===== src/rtl/ncmem_pkg.sv =====
// Shared types and constants for the non-cacheable memory NoC arbiter.
package ncmem_pkg;
   localparam int NOC_DATA_WIDTH = 64;
   localparam int NOC_LEN_LSB    = 22;
   localparam int NOC_LEN_WIDTH  = 8;

   typedef enum logic {R_IDLE, R_BODY} req_state_e;
   typedef enum logic {P_IDLE, P_BODY} resp_state_e;
endpackage


===== src/rtl/ncmem_noc_arb_if.sv =====
// NoC2 request / NoC3 response bundle between requesters, arbiter and bridge.
interface ncmem_noc_arb_if #(
   parameter int NUM_CH      = 4,
   parameter int DATA_WIDTH  = 64,
   parameter int ORDER_DEPTH = 8
);
   localparam int OW = $clog2(ORDER_DEPTH) + 1;

   logic [NUM_CH-1:0]            req_in_val;
   logic [NUM_CH*DATA_WIDTH-1:0] req_in_data;
   logic [NUM_CH-1:0]            req_in_rdy;
   logic                         req_out_val;
   logic [DATA_WIDTH-1:0]        req_out_data;
   logic                         req_out_rdy;
   logic                         resp_in_val;
   logic [DATA_WIDTH-1:0]        resp_in_data;
   logic                         resp_in_rdy;
   logic [NUM_CH-1:0]            resp_out_val;
   logic [NUM_CH*DATA_WIDTH-1:0] resp_out_data;
   logic [NUM_CH-1:0]            resp_out_rdy;
   logic [OW-1:0]                outstanding;

   modport master (
      output req_in_val, req_in_data, req_out_rdy, resp_in_val, resp_in_data, resp_out_rdy,
      input  req_in_rdy, req_out_val, req_out_data, resp_in_rdy, resp_out_val, resp_out_data,
             outstanding
   );
   modport slave (
      input  req_in_val, req_in_data, req_out_rdy, resp_in_val, resp_in_data, resp_out_rdy,
      output req_in_rdy, req_out_val, req_out_data, resp_in_rdy, resp_out_val, resp_out_data,
             outstanding
   );
endinterface


===== src/rtl/ncmem_order_fifo.sv =====
// Grant-order FIFO: records which channel each forwarded request came from.
module ncmem_order_fifo #(
   parameter int DEPTH = 8,
   parameter int W     = 2,
   localparam int AW   = $clog2(DEPTH)
) (
   input  logic          clk,
   input  logic          rst,
   input  logic          push,
   input  logic          pop,
   input  logic [W-1:0]  din,
   output logic [W-1:0]  dout,
   output logic          full,
   output logic          empty,
   output logic [AW:0]   count
);
   logic [W-1:0] mem_q [DEPTH];
   logic [AW:0]  wr_q, wr_d, rd_q, rd_d;
   logic         do_push, do_pop;

   always_comb begin
      do_push = push && !full;
      do_pop  = pop && !empty;
      wr_d    = wr_q + {{AW{1'b0}}, do_push};
      rd_d    = rd_q + {{AW{1'b0}}, do_pop};
   end

   always_ff @(posedge clk or posedge rst) begin
      if (rst) begin
         wr_q <= '0;
         rd_q <= '0;
      end else begin
         wr_q <= wr_d;
         rd_q <= rd_d;
      end
   end

   always_ff @(posedge clk) begin
      if (do_push) mem_q[wr_q[AW-1:0]] <= din;
   end

   // Extra pointer MSB distinguishes full from empty when the index bits match.
   assign full  = (wr_q[AW] != rd_q[AW]) && (wr_q[AW-1:0] == rd_q[AW-1:0]);
   assign empty = (wr_q == rd_q);
   assign count = wr_q - rd_q;
   assign dout  = mem_q[rd_q[AW-1:0]];
endmodule


===== src/rtl/ncmem_noc_arb.sv =====
// Packet-level N:1 request arbiter and in-order 1:N response router feeding one AXI bridge.
module ncmem_noc_arb
   import ncmem_pkg::*;
#(
   parameter int NUM_CH      = 4,
   parameter int DATA_WIDTH  = NOC_DATA_WIDTH,
   parameter int LEN_LSB     = NOC_LEN_LSB,
   parameter int LEN_WIDTH   = NOC_LEN_WIDTH,
   parameter int ORDER_DEPTH = 8
) (
   input logic             clk,
   input logic             rst,
   ncmem_noc_arb_if.slave  bus
);
   localparam int CW = $clog2(NUM_CH);

   req_state_e            rs_q, rs_d;
   resp_state_e           ps_q, ps_d;
   logic [CW-1:0]         grant_q, grant_d, rr_q, rr_d, sel, cur, head;
   logic [CW:0]           cand;
   logic [LEN_WIDTH-1:0]  rem_q, rem_d, prem_q, prem_d, hlen, plen;
   logic                  sel_vld, act, pact, out_val, req_hs, resp_hs;
   logic                  push, pop, full, empty, p_rdy;
   logic [NUM_CH-1:0]     in_rdy, p_val;
   logic [DATA_WIDTH-1:0] req_flit [NUM_CH];

   for (genvar i = 0; i < NUM_CH; i++) begin : g_ch
      assign req_flit[i] = bus.req_in_data[i*DATA_WIDTH +: DATA_WIDTH];
      assign bus.resp_out_data[i*DATA_WIDTH +: DATA_WIDTH] = bus.resp_in_data;
   end

   // Round-robin: scan downward so the candidate nearest rr_q is the last one written.
   always_comb begin
      sel     = rr_q;
      sel_vld = 1'b0;
      cand    = '0;
      for (int k = NUM_CH - 1; k >= 0; k--) begin
         cand = {1'b0, rr_q} + (CW+1)'(k);
         if (cand >= (CW+1)'(NUM_CH)) cand = cand - (CW+1)'(NUM_CH);
         if (bus.req_in_val[cand[CW-1:0]]) begin
            sel     = cand[CW-1:0];
            sel_vld = 1'b1;
         end
      end
   end

   // Outputs are gated by rst so every val/rdy reads 0 while reset is held.
   always_comb begin
      rs_d    = rs_q;
      grant_d = grant_q;
      rem_d   = rem_q;
      rr_d    = rr_q;
      push    = 1'b0;
      cur     = (rs_q == R_BODY) ? grant_q : sel;
      act     = !rst && ((rs_q == R_BODY) || (sel_vld && !full));
      out_val = act && bus.req_in_val[cur];
      in_rdy  = '0;
      in_rdy[cur] = act && bus.req_out_rdy;
      req_hs  = out_val && bus.req_out_rdy;
      hlen    = req_flit[cur][LEN_LSB +: LEN_WIDTH];
      case (rs_q)
         R_IDLE: if (req_hs) begin
            push    = 1'b1;
            grant_d = cur;
            rem_d   = hlen;
            rr_d    = (cur == CW'(NUM_CH - 1)) ? '0 : cur + CW'(1);
            if (hlen != '0) rs_d = R_BODY;
         end
         R_BODY: if (req_hs) begin
            rem_d = rem_q - LEN_WIDTH'(1);
            if (rem_q == LEN_WIDTH'(1)) rs_d = R_IDLE;
         end
         default: rs_d = R_IDLE;
      endcase
   end

   always_comb begin
      ps_d   = ps_q;
      prem_d = prem_q;
      pop    = 1'b0;
      pact   = !rst && !empty;
      p_val  = '0;
      p_val[head] = pact && bus.resp_in_val;
      p_rdy  = pact && bus.resp_out_rdy[head];
      resp_hs = bus.resp_in_val && p_rdy;
      plen   = bus.resp_in_data[LEN_LSB +: LEN_WIDTH];
      case (ps_q)
         P_IDLE: if (resp_hs) begin
            prem_d = plen;
            if (plen == '0) pop = 1'b1;
            else            ps_d = P_BODY;
         end
         P_BODY: if (resp_hs) begin
            prem_d = prem_q - LEN_WIDTH'(1);
            if (prem_q == LEN_WIDTH'(1)) begin
               pop  = 1'b1;
               ps_d = P_IDLE;
            end
         end
         default: ps_d = P_IDLE;
      endcase
   end

   always_ff @(posedge clk or posedge rst) begin
      if (rst) begin
         rs_q    <= R_IDLE;
         ps_q    <= P_IDLE;
         grant_q <= '0;
         rr_q    <= '0;
         rem_q   <= '0;
         prem_q  <= '0;
      end else begin
         rs_q    <= rs_d;
         ps_q    <= ps_d;
         grant_q <= grant_d;
         rr_q    <= rr_d;
         rem_q   <= rem_d;
         prem_q  <= prem_d;
      end
   end

   ncmem_order_fifo #(.DEPTH(ORDER_DEPTH), .W(CW)) u_order (
      .clk(clk), .rst(rst), .push(push), .pop(pop), .din(cur),
      .dout(head), .full(full), .empty(empty), .count(bus.outstanding)
   );

   assign bus.req_out_val  = out_val;
   assign bus.req_out_data = req_flit[cur];
   assign bus.req_in_rdy   = in_rdy;
   assign bus.resp_out_val = p_val;
   assign bus.resp_in_rdy  = p_rdy;
endmodule

===== src/flat_wrapper.sv =====
// flat-port wrapper written by rule: the top's interface ports become plain ports
module ncmem_noc_arb_flat import ncmem_pkg::*;
#(
   parameter int NUM_CH      = 4,
   parameter int DATA_WIDTH  = NOC_DATA_WIDTH,
   parameter int LEN_LSB     = NOC_LEN_LSB,
   parameter int LEN_WIDTH   = NOC_LEN_WIDTH,
   parameter int ORDER_DEPTH = 8
)
  (clk, rst, bus_req_in_val, bus_req_in_data, bus_req_out_rdy, bus_resp_in_val, bus_resp_in_data, bus_resp_out_rdy, bus_req_in_rdy, bus_req_out_val, bus_req_out_data, bus_resp_in_rdy, bus_resp_out_val, bus_resp_out_data, bus_outstanding);
  ncmem_noc_arb_if #(.NUM_CH(NUM_CH), .DATA_WIDTH(DATA_WIDTH), .ORDER_DEPTH(ORDER_DEPTH)) bus_i ();
  input logic clk;
  input logic rst;
  input wire logic [$bits(bus_i.req_in_val)-1:0] bus_req_in_val;
  input wire logic [$bits(bus_i.req_in_data)-1:0] bus_req_in_data;
  input wire logic [$bits(bus_i.req_out_rdy)-1:0] bus_req_out_rdy;
  input wire logic [$bits(bus_i.resp_in_val)-1:0] bus_resp_in_val;
  input wire logic [$bits(bus_i.resp_in_data)-1:0] bus_resp_in_data;
  input wire logic [$bits(bus_i.resp_out_rdy)-1:0] bus_resp_out_rdy;
  output wire logic [$bits(bus_i.req_in_rdy)-1:0] bus_req_in_rdy;
  output wire logic [$bits(bus_i.req_out_val)-1:0] bus_req_out_val;
  output wire logic [$bits(bus_i.req_out_data)-1:0] bus_req_out_data;
  output wire logic [$bits(bus_i.resp_in_rdy)-1:0] bus_resp_in_rdy;
  output wire logic [$bits(bus_i.resp_out_val)-1:0] bus_resp_out_val;
  output wire logic [$bits(bus_i.resp_out_data)-1:0] bus_resp_out_data;
  output wire logic [$bits(bus_i.outstanding)-1:0] bus_outstanding;
  assign bus_i.req_in_val = bus_req_in_val;
  assign bus_i.req_in_data = bus_req_in_data;
  assign bus_i.req_out_rdy = bus_req_out_rdy;
  assign bus_i.resp_in_val = bus_resp_in_val;
  assign bus_i.resp_in_data = bus_resp_in_data;
  assign bus_i.resp_out_rdy = bus_resp_out_rdy;
  assign bus_req_in_rdy = bus_i.req_in_rdy;
  assign bus_req_out_val = bus_i.req_out_val;
  assign bus_req_out_data = bus_i.req_out_data;
  assign bus_resp_in_rdy = bus_i.resp_in_rdy;
  assign bus_resp_out_val = bus_i.resp_out_val;
  assign bus_resp_out_data = bus_i.resp_out_data;
  assign bus_outstanding = bus_i.outstanding;
  ncmem_noc_arb #(.NUM_CH(NUM_CH), .DATA_WIDTH(DATA_WIDTH), .LEN_LSB(LEN_LSB), .LEN_WIDTH(LEN_WIDTH), .ORDER_DEPTH(ORDER_DEPTH)) u_core (.clk(clk), .rst(rst), .bus(bus_i));
endmodule

===== config.mk =====
export PLATFORM = sky130hd
export DESIGN_NAME = ncmem_noc_arb_flat
export DESIGN_NICKNAME = d
export VERILOG_FILES = /design/src/rtl/ncmem_pkg.sv /design/src/rtl/ncmem_noc_arb_if.sv /design/src/rtl/ncmem_order_fifo.sv /design/src/rtl/ncmem_noc_arb.sv /design/src/flat_wrapper.sv
export SDC_FILE = /design/constraint.sdc
export NUM_CORES = 1
export LEC_CHECK = 0
export ABC_CLOCK_PERIOD_IN_PS = 2500
export BUFFER_PORTS_ARGS = -buffer_cell sky130_fd_sc_hd__buf_2
export CAP_MARGIN = 20
export CORE_AREA = 8 8 253 255
export CTS_CLUSTER_DIAMETER = 200
export DETAILED_ROUTE_END_ITERATION = 10
export DIE_AREA = 0 0 261 263
export SYNTH_ARGS = -nofsm -noshare
export SYNTH_HDL_FRONTEND = slang
export SYNTH_SLANG_ARGS = --single-unit

===== constraint.sdc =====
create_clock -name clk -period 2.5 [get_ports clk]
set_input_delay 0.25 -clock clk [delete_from_list [all_inputs] [get_ports clk]]
set_output_delay 0.25 -clock clk [all_outputs]
set_load 0.03 [all_outputs]

==> impl_metrics.ini, run 1 <==
[run_status]
status = finished, violations left
violations = negative setup slack

[sta]
slew_viol_final = 0
tightestPinTransition_ps = 660
rsz0062_at_grt = yes
fin_ws_ps = -165
setup_violations = 65
slew_headroom_pct = 55.4
fin_skew_ps = 8.95
post-route-period-util_pct = 107
finalHoldViolCount = 0
hold_ws_ps = 364
fin_crit_ps = 2660
tns_ps = -5720
timing.fmax_mhz = 375

[global_route]
antenna_found_initial = 9
grt_pass1_wl_um = 43000
grt_pass1_vias = 6090
grt_use_total_pct = 8.75
grt_remaining_overflow = 0
grt_max_degree = 31

[cells_and_area]
fillers = 6827
area_growth_pct = 38.3
fin_nets = 1157
drive_gt1_share_pct = 70.2

[place]
hpwlAfterDp_um = 28000
gp_congestion = 0.900
io_buffer_count = 385
post-place-ws_ps = -22.2

[critical_path]
start_kind = flop
crit_start = u_core.rr_q[0]$_DFFE_PP0P_
r2r_end = u_core.rs_q$_DFF_PP0_
r2r_start = u_core.rr_q[0]$_DFFE_PP0P_
crit_type = flop to output pin
path_max_fanout = 12
reg2reg_slack_ps = 0
critPathCapture = bus_req_out_data[55]
ff2ff_path_depth = 10
cp.required_ps = 2250
arrival_ps = 2410
worstSetupEndpointType = output pin

[routing]
antenna_left = 0
via_count = 5380
vias_per_cell = 3.37
drc = 0
post_drt_wl_per_cell_um = 19.8
drt-total-wl_um = 31700
drt_iter0_drc = 298
dr.pass1.iters = 4

[synth]
synth_edf_count = 16
synth_cells = 629
syn-num-nets = 977
synth_ff_type = dfrtp_1
avgSynthCellArea_sq_um = 10.1
synthTopCellsByArea = buf_4, mux4_2, dfrtp_1
synth_area_sq_um = 6340
async_flop_share_pct = 65.2
synth_largest_type_area_fraction_pct = 30.7
synth-seq-cells = 46
synth.distinct_cells = 61
seq_area_frac_synth_pct = 19.4
synth_top_cell_by_area = buf_4
ys_warn_count = 0

[cts]
clock-sinks = 46
clk_path_buf_depth = 2
tritoncts = yes
cts_hold_buf = 0
cts.clk_slew.worst_paths_ps = 80
cts_buffers = 5
cts_root_buf = clkbuf_16
htree_levels = 2
clk_latency_ps = 300

[pwr]
power.leakage_nw = 3.80
irDropWorstVdd_mv = 0.973
pwr_density_cell_nw_per_um2 = 1330

[floorplanning]
die_width_um = 261
coreArea_sq_um = 59900
num_rows = 90
ioPinCount = 666
initial_core_util_pct = 10.6
dieArea_sq_um = 68600
die_height_um = 263

[worst_hold_path]
hold_class = input port to async pin

[job]
drv_cap = 0
==> synthesized netlist by cell type, types with 2 or more instances <==
master	n
a21o_1	2
a21oi_1	16
a221oi_2	3
a31oi_1	2
a41oi_1	2
and2_1	6
buf_1	5
buf_2	12
buf_4	259
clkbuf_1	5
dfrtp_1	30
edfxtp_1	16
ha_1	15
inv_1	20
inv_2	2
mux2_2	4
mux2i_1	12
mux2i_4	2
mux4_2	65
nand2_1	23
nand2b_1	8
nand3_1	10
nand4_1	5
nor2_1	24
nor2b_1	2
nor3_1	9
nor3_2	2
nor3b_1	3
nor4_1	8
o21ai_0	12
o21ai_1	5
o22ai_1	3
o32ai_1	2
or4_1	3
xnor2_1	5
xor2_1	2
==> cell usage in the layout (no fill, tap or decap), types with 5 or more instances in the layout <==
cell type  count
buf_12        15
nand2b_1       7
nand4_1        5
dfrtp_1       29
mux2i_1        7
clkbuf_16      5
buf_2        315
nand3_1       10
ha_1          12
nor3_1         9
buf_6         68
nor2_1        23
nand2_1       23
nor4_1         7
mux4_2        65
diode_2        6
xnor2_1        5
o21ai_1        8
a21oi_1       15
buf_4         50
edfxtp_1      16
o21ai_0        7
inv_1         20
==> power by group <==
part	switching [mW]	internal [mW]	total (mW)
clock network	0.339	0.373	0.712
registers	0.198	1.03	1.23
logic	5.27	4.49	9.75
total	5.80	5.89	11.7
==> per-stage QoR <==
step | area (sq um) | cells | utilization (%) | total power, mW
2_1_floorplan | 6350 | 629 | - | 6.76
3_3_place_gp | 7820 | 1565 | 13.1 | 9.43
3_5_place_dp | 7820 | 1565 | 13.1 | 9.48
4_1_cts | 8550 | 1588 | 14.3 | 11.6
5_1_grt | 8760 | 1593 | 14.6 | 12.4
6_report | 8770 | 1598 | 14.6 | 11.7
==> state kept, by name (all words and copies together), names as in the netlist <==
signal,flops
u_core.rs_q,1
u_core.u_order.rd_q,4
u_core.rr_q,2
u_core.rem_q,8
u_core.grant_q,2
u_core.u_order.wr_q,4
u_core.prem_q,8
u_core.u_order.mem_q,16
u_core.ps_q,1
==> final cells by class <==
class	instances	area (sq um)	area share, %
repair buffers	454	3180	36.2
multi-input cells	280	3140	35.8
flip-flops and latches	46	1230	14.1
well taps	782	978	11.2
clock buffers	6	129	1.47
inverters	22	85.1	0.970
diodes	6	15.0	0.171
clock inverters	2	13.8	0.157
==> logic make-up after synthesis <==
logic type / after synthesis / synth area share [%]
AOI/OAI and AO/OA: 62 / 7.08
xor gates and xnor gates: 7 / 0.967
adders and majority gates: 16 / 3.28
buffers and inverters: 303 / 33.5
DFF: 46 / 19.4
muxes: 85 / 26.8
and+or+nand+nor: 110 / 8.96
==> worst max-delay path, stage by stage (launching register included) <==
cell	delay, ps
dfrtp_1	420
nand2b_4	170
a21oi_4	70
o41ai_4	370
inv_4	90
buf_12	170
buf_16	160
mux4_2	480
buf_6	170
==> per-layer routing <==
metal | up-vias | GRT usage, % | wire, um
met5 | - | 0 | 0
met4 | 0 | 2.46 | 893
met3 | 41 | 3.42 | 3140
met2 | 431 | 14.1 | 14800
met1 | 2533 | 10.8 | 12900
li1 | 2375 | - | -
==> what timing repair did <==
action                     4_1_cts  5_1_grt
buffers inserted                12        4
setup endpoints to repair       73       83
gates resized for setup        130       44
gates cloned                     3        0
pin swaps                        2        2
==> how the worst min path moves through the flow <==
stage	start	end
floorplan	rst	u_core.grant_q[0]$_DFFE_PP0P_
global placement	u_core.u_order.wr_q[3]$_DFF_PP0_	u_core.u_order.wr_q[3]$_DFF_PP0_
detailed placement	u_core.u_order.rd_q[2]$_DFF_PP0_	u_core.u_order.rd_q[2]$_DFF_PP0_
CTS	rst	u_core.u_order.wr_q[0]$_DFF_PP0_
global route	rst	u_core.ps_q$_DFF_PP0_
finish	rst	u_core.u_order.rd_q[2]$_DFF_PP0_
No activity file was read; power rests on OpenSTA's default activity.
==> inputs of run 2 (changes only) <==
Settings changed: CELL_PAD_IN_SITES_DETAIL_PLACEMENT set to 1, CELL_PAD_IN_SITES_GLOBAL_PLACEMENT set to 2, CORE_AREA 8 8 253 255 to 8 8 254 256, DIE_AREA 0 0 261 263 to 0 0 262 264, PLACE_DENSITY_LB_ADDON set to 0.1.
==> impl_metrics.ini, run 2 (synthesized netlist as in run 1, its figures left out) <==
[run_status]
status = finished, violations left
violations = negative setup slack

[pwr]
power.leakage_nw = 3.94
pwr_density_cell_nw_per_um2 = 1310
irDropWorstVdd_mv = 0.396
finalPower_mw = 12.1

[floorplanning]
initial_core_util_pct = 10.4
ioPinCount = 666
die_width_um = 262
coreArea_sq_um = 60800
dieArea_sq_um = 69200
die_height_um = 264
num_rows = 91

[critical_path]
start_kind = flop
reg2reg_slack_ps = -110
arrival_ps = 2480
cp.required_ps = 2250
crit_type = flop to output pin
path_max_fanout = 8
worstSetupEndpointType = output pin

[routing]
drt-total-wl_um = 38700
wl_met2_um = 18600
met1_length_um = 13600
drt_iter0_drc = 137
maxUsedRoutingLayer = met5
vias_per_cell = 3.38
via_count = 5528
post_drt_wl_per_cell_um = 23.7
antenna_left = 0
drc = 0
dr_wl_met3_um = 5400
dr.pass1.iters = 4

[sta]
fin_skew_ps = 6.58
fin_crit_ps = 2730
tns_ps = -11920
post-route-period-util_pct = 109
finalHoldViolCount = 0
slew_viol_final = 0
setup_violations = 70
timing.fmax_mhz = 366
slew_headroom_pct = 44.0
rsz0062_at_grt = yes
fin_ws_ps = -231
tightestPinTransition_ps = 829

[global_route]
grt_pass1_vias = 6387
antenna_found_initial = 33
grt_use_total_pct = 10.6
grt_max_degree = 31
grt_pass1_wl_um = 52200
grt_remaining_overflow = 0

[cts]
tritoncts = yes
htree_levels = 2
cts_root_buf = clkbuf_16
cts.clk_slew.worst_paths_ps = 80
clk_path_buf_depth = 2
cts_buffers = 5
clock-sinks = 46
cts_hold_buf = 0
clk_latency_ps = 300

[place]
post_dp_cell_area_sq_um = 7830
hpwlAfterDp_um = 33600
gp_congestion = 0.732
place_inst = 1584
io_buffer_count = 385

[cells_and_area]
fin_nets = 1174
final_cell_mix = buf_2, buf_6, mux4_2
fin_cells = 1634
mostFrequentLayoutCell = buf_2
area_growth_pct = 46.5
design_area_sq_um = 9290
drive_gt1_share_pct = 74.7
largest_reg_flops = 16

[job]
drv_cap = 0

[worst_hold_path]
hold_class = input port to async pin
[run 2: final timing paths]
| path | startpoint | to | depth (start not counted) |
|---|---|---|---|
| worst max-delay path | u_core.rr_q[0]$_DFFE_PP0P_ | bus_req_out_data[60] | 8 |
| min in group clk | bus_resp_in_data[24] | u_core.prem_q[2]$_DFFE_PP0P_ | 3 |
| worst min register to register | u_core.u_order.wr_q[3]$_DFF_PP0_ | u_core.u_order.wr_q[3]$_DFF_PP0_ | 1 |
| max in group asynchronous | rst | u_core.u_order.rd_q[0]$_DFF_PP0_ | 3 |
| worst min-delay path | rst | u_core.u_order.wr_q[1]$_DFF_PP0_ | 3 |
| worst max register to register | u_core.rr_q[0]$_DFFE_PP0P_ | u_core.rs_q$_DFF_PP0_ | 10 |
[run 2: report_power, final]
| part | internal (mW) | switching [mW] | total, mW |
|---|---|---|---|
| Clock | 0.376 | 0.356 | 0.732 |
| Combinational | 4.87 | 5.29 | 10.2 |
| Sequential | 1.03 | 0.225 | 1.25 |
| Total | 6.28 | 5.87 | 12.1 |
[run 2: final cells by class]
cell class,instances,area (sq um)
clock buffers,5,125
multi-input cells,280,3370
well taps,790,988
clock inverters,3,23.8
fillers,7123,51500
repair buffers,471,3410
inverters,22,96.3
flip-flops and latches,46,1230
diodes,17,42.5
[run 2: worst max-delay path, cell delays in order (launching register included)]
cell	delay (ps)
dfrtp_2	420
nand2b_4	160
a21oi_4	70
o41ai_4	320
bufinv_8	260
buf_12	160
buf_12	150
mux4_2	470
buf_6	170
[run 2: routing by layer]
metal | track usage [%] | vias up
met5 | 2.26 | -
met4 | 2.15 | 31
met3 | 7.71 | 60
met2 | 17.4 | 400
met1 | 10.7 | 2606
li1 | - | 2431
[run 2: timing repair]
action,in CTS,in global routing
resized for setup,183,65
setup buffers,14,9
pin swaps,7,11
setup endpoints to repair,107,92
cloned,3,4
[run 2: metrics by stage]
step | utilization (%) | hold slack, ps | setup slack [ps]
4_1_cts | 14.5 | 202 | -274
6_report | 15.3 | 161 | -231
2_1_floorplan | - | 347 | 49.5
3_3_place_gp | 12.9 | 483 | -95.0
5_1_grt | 15.2 | 214 | -327
3_5_place_dp | 12.9 | 493 | -95.9
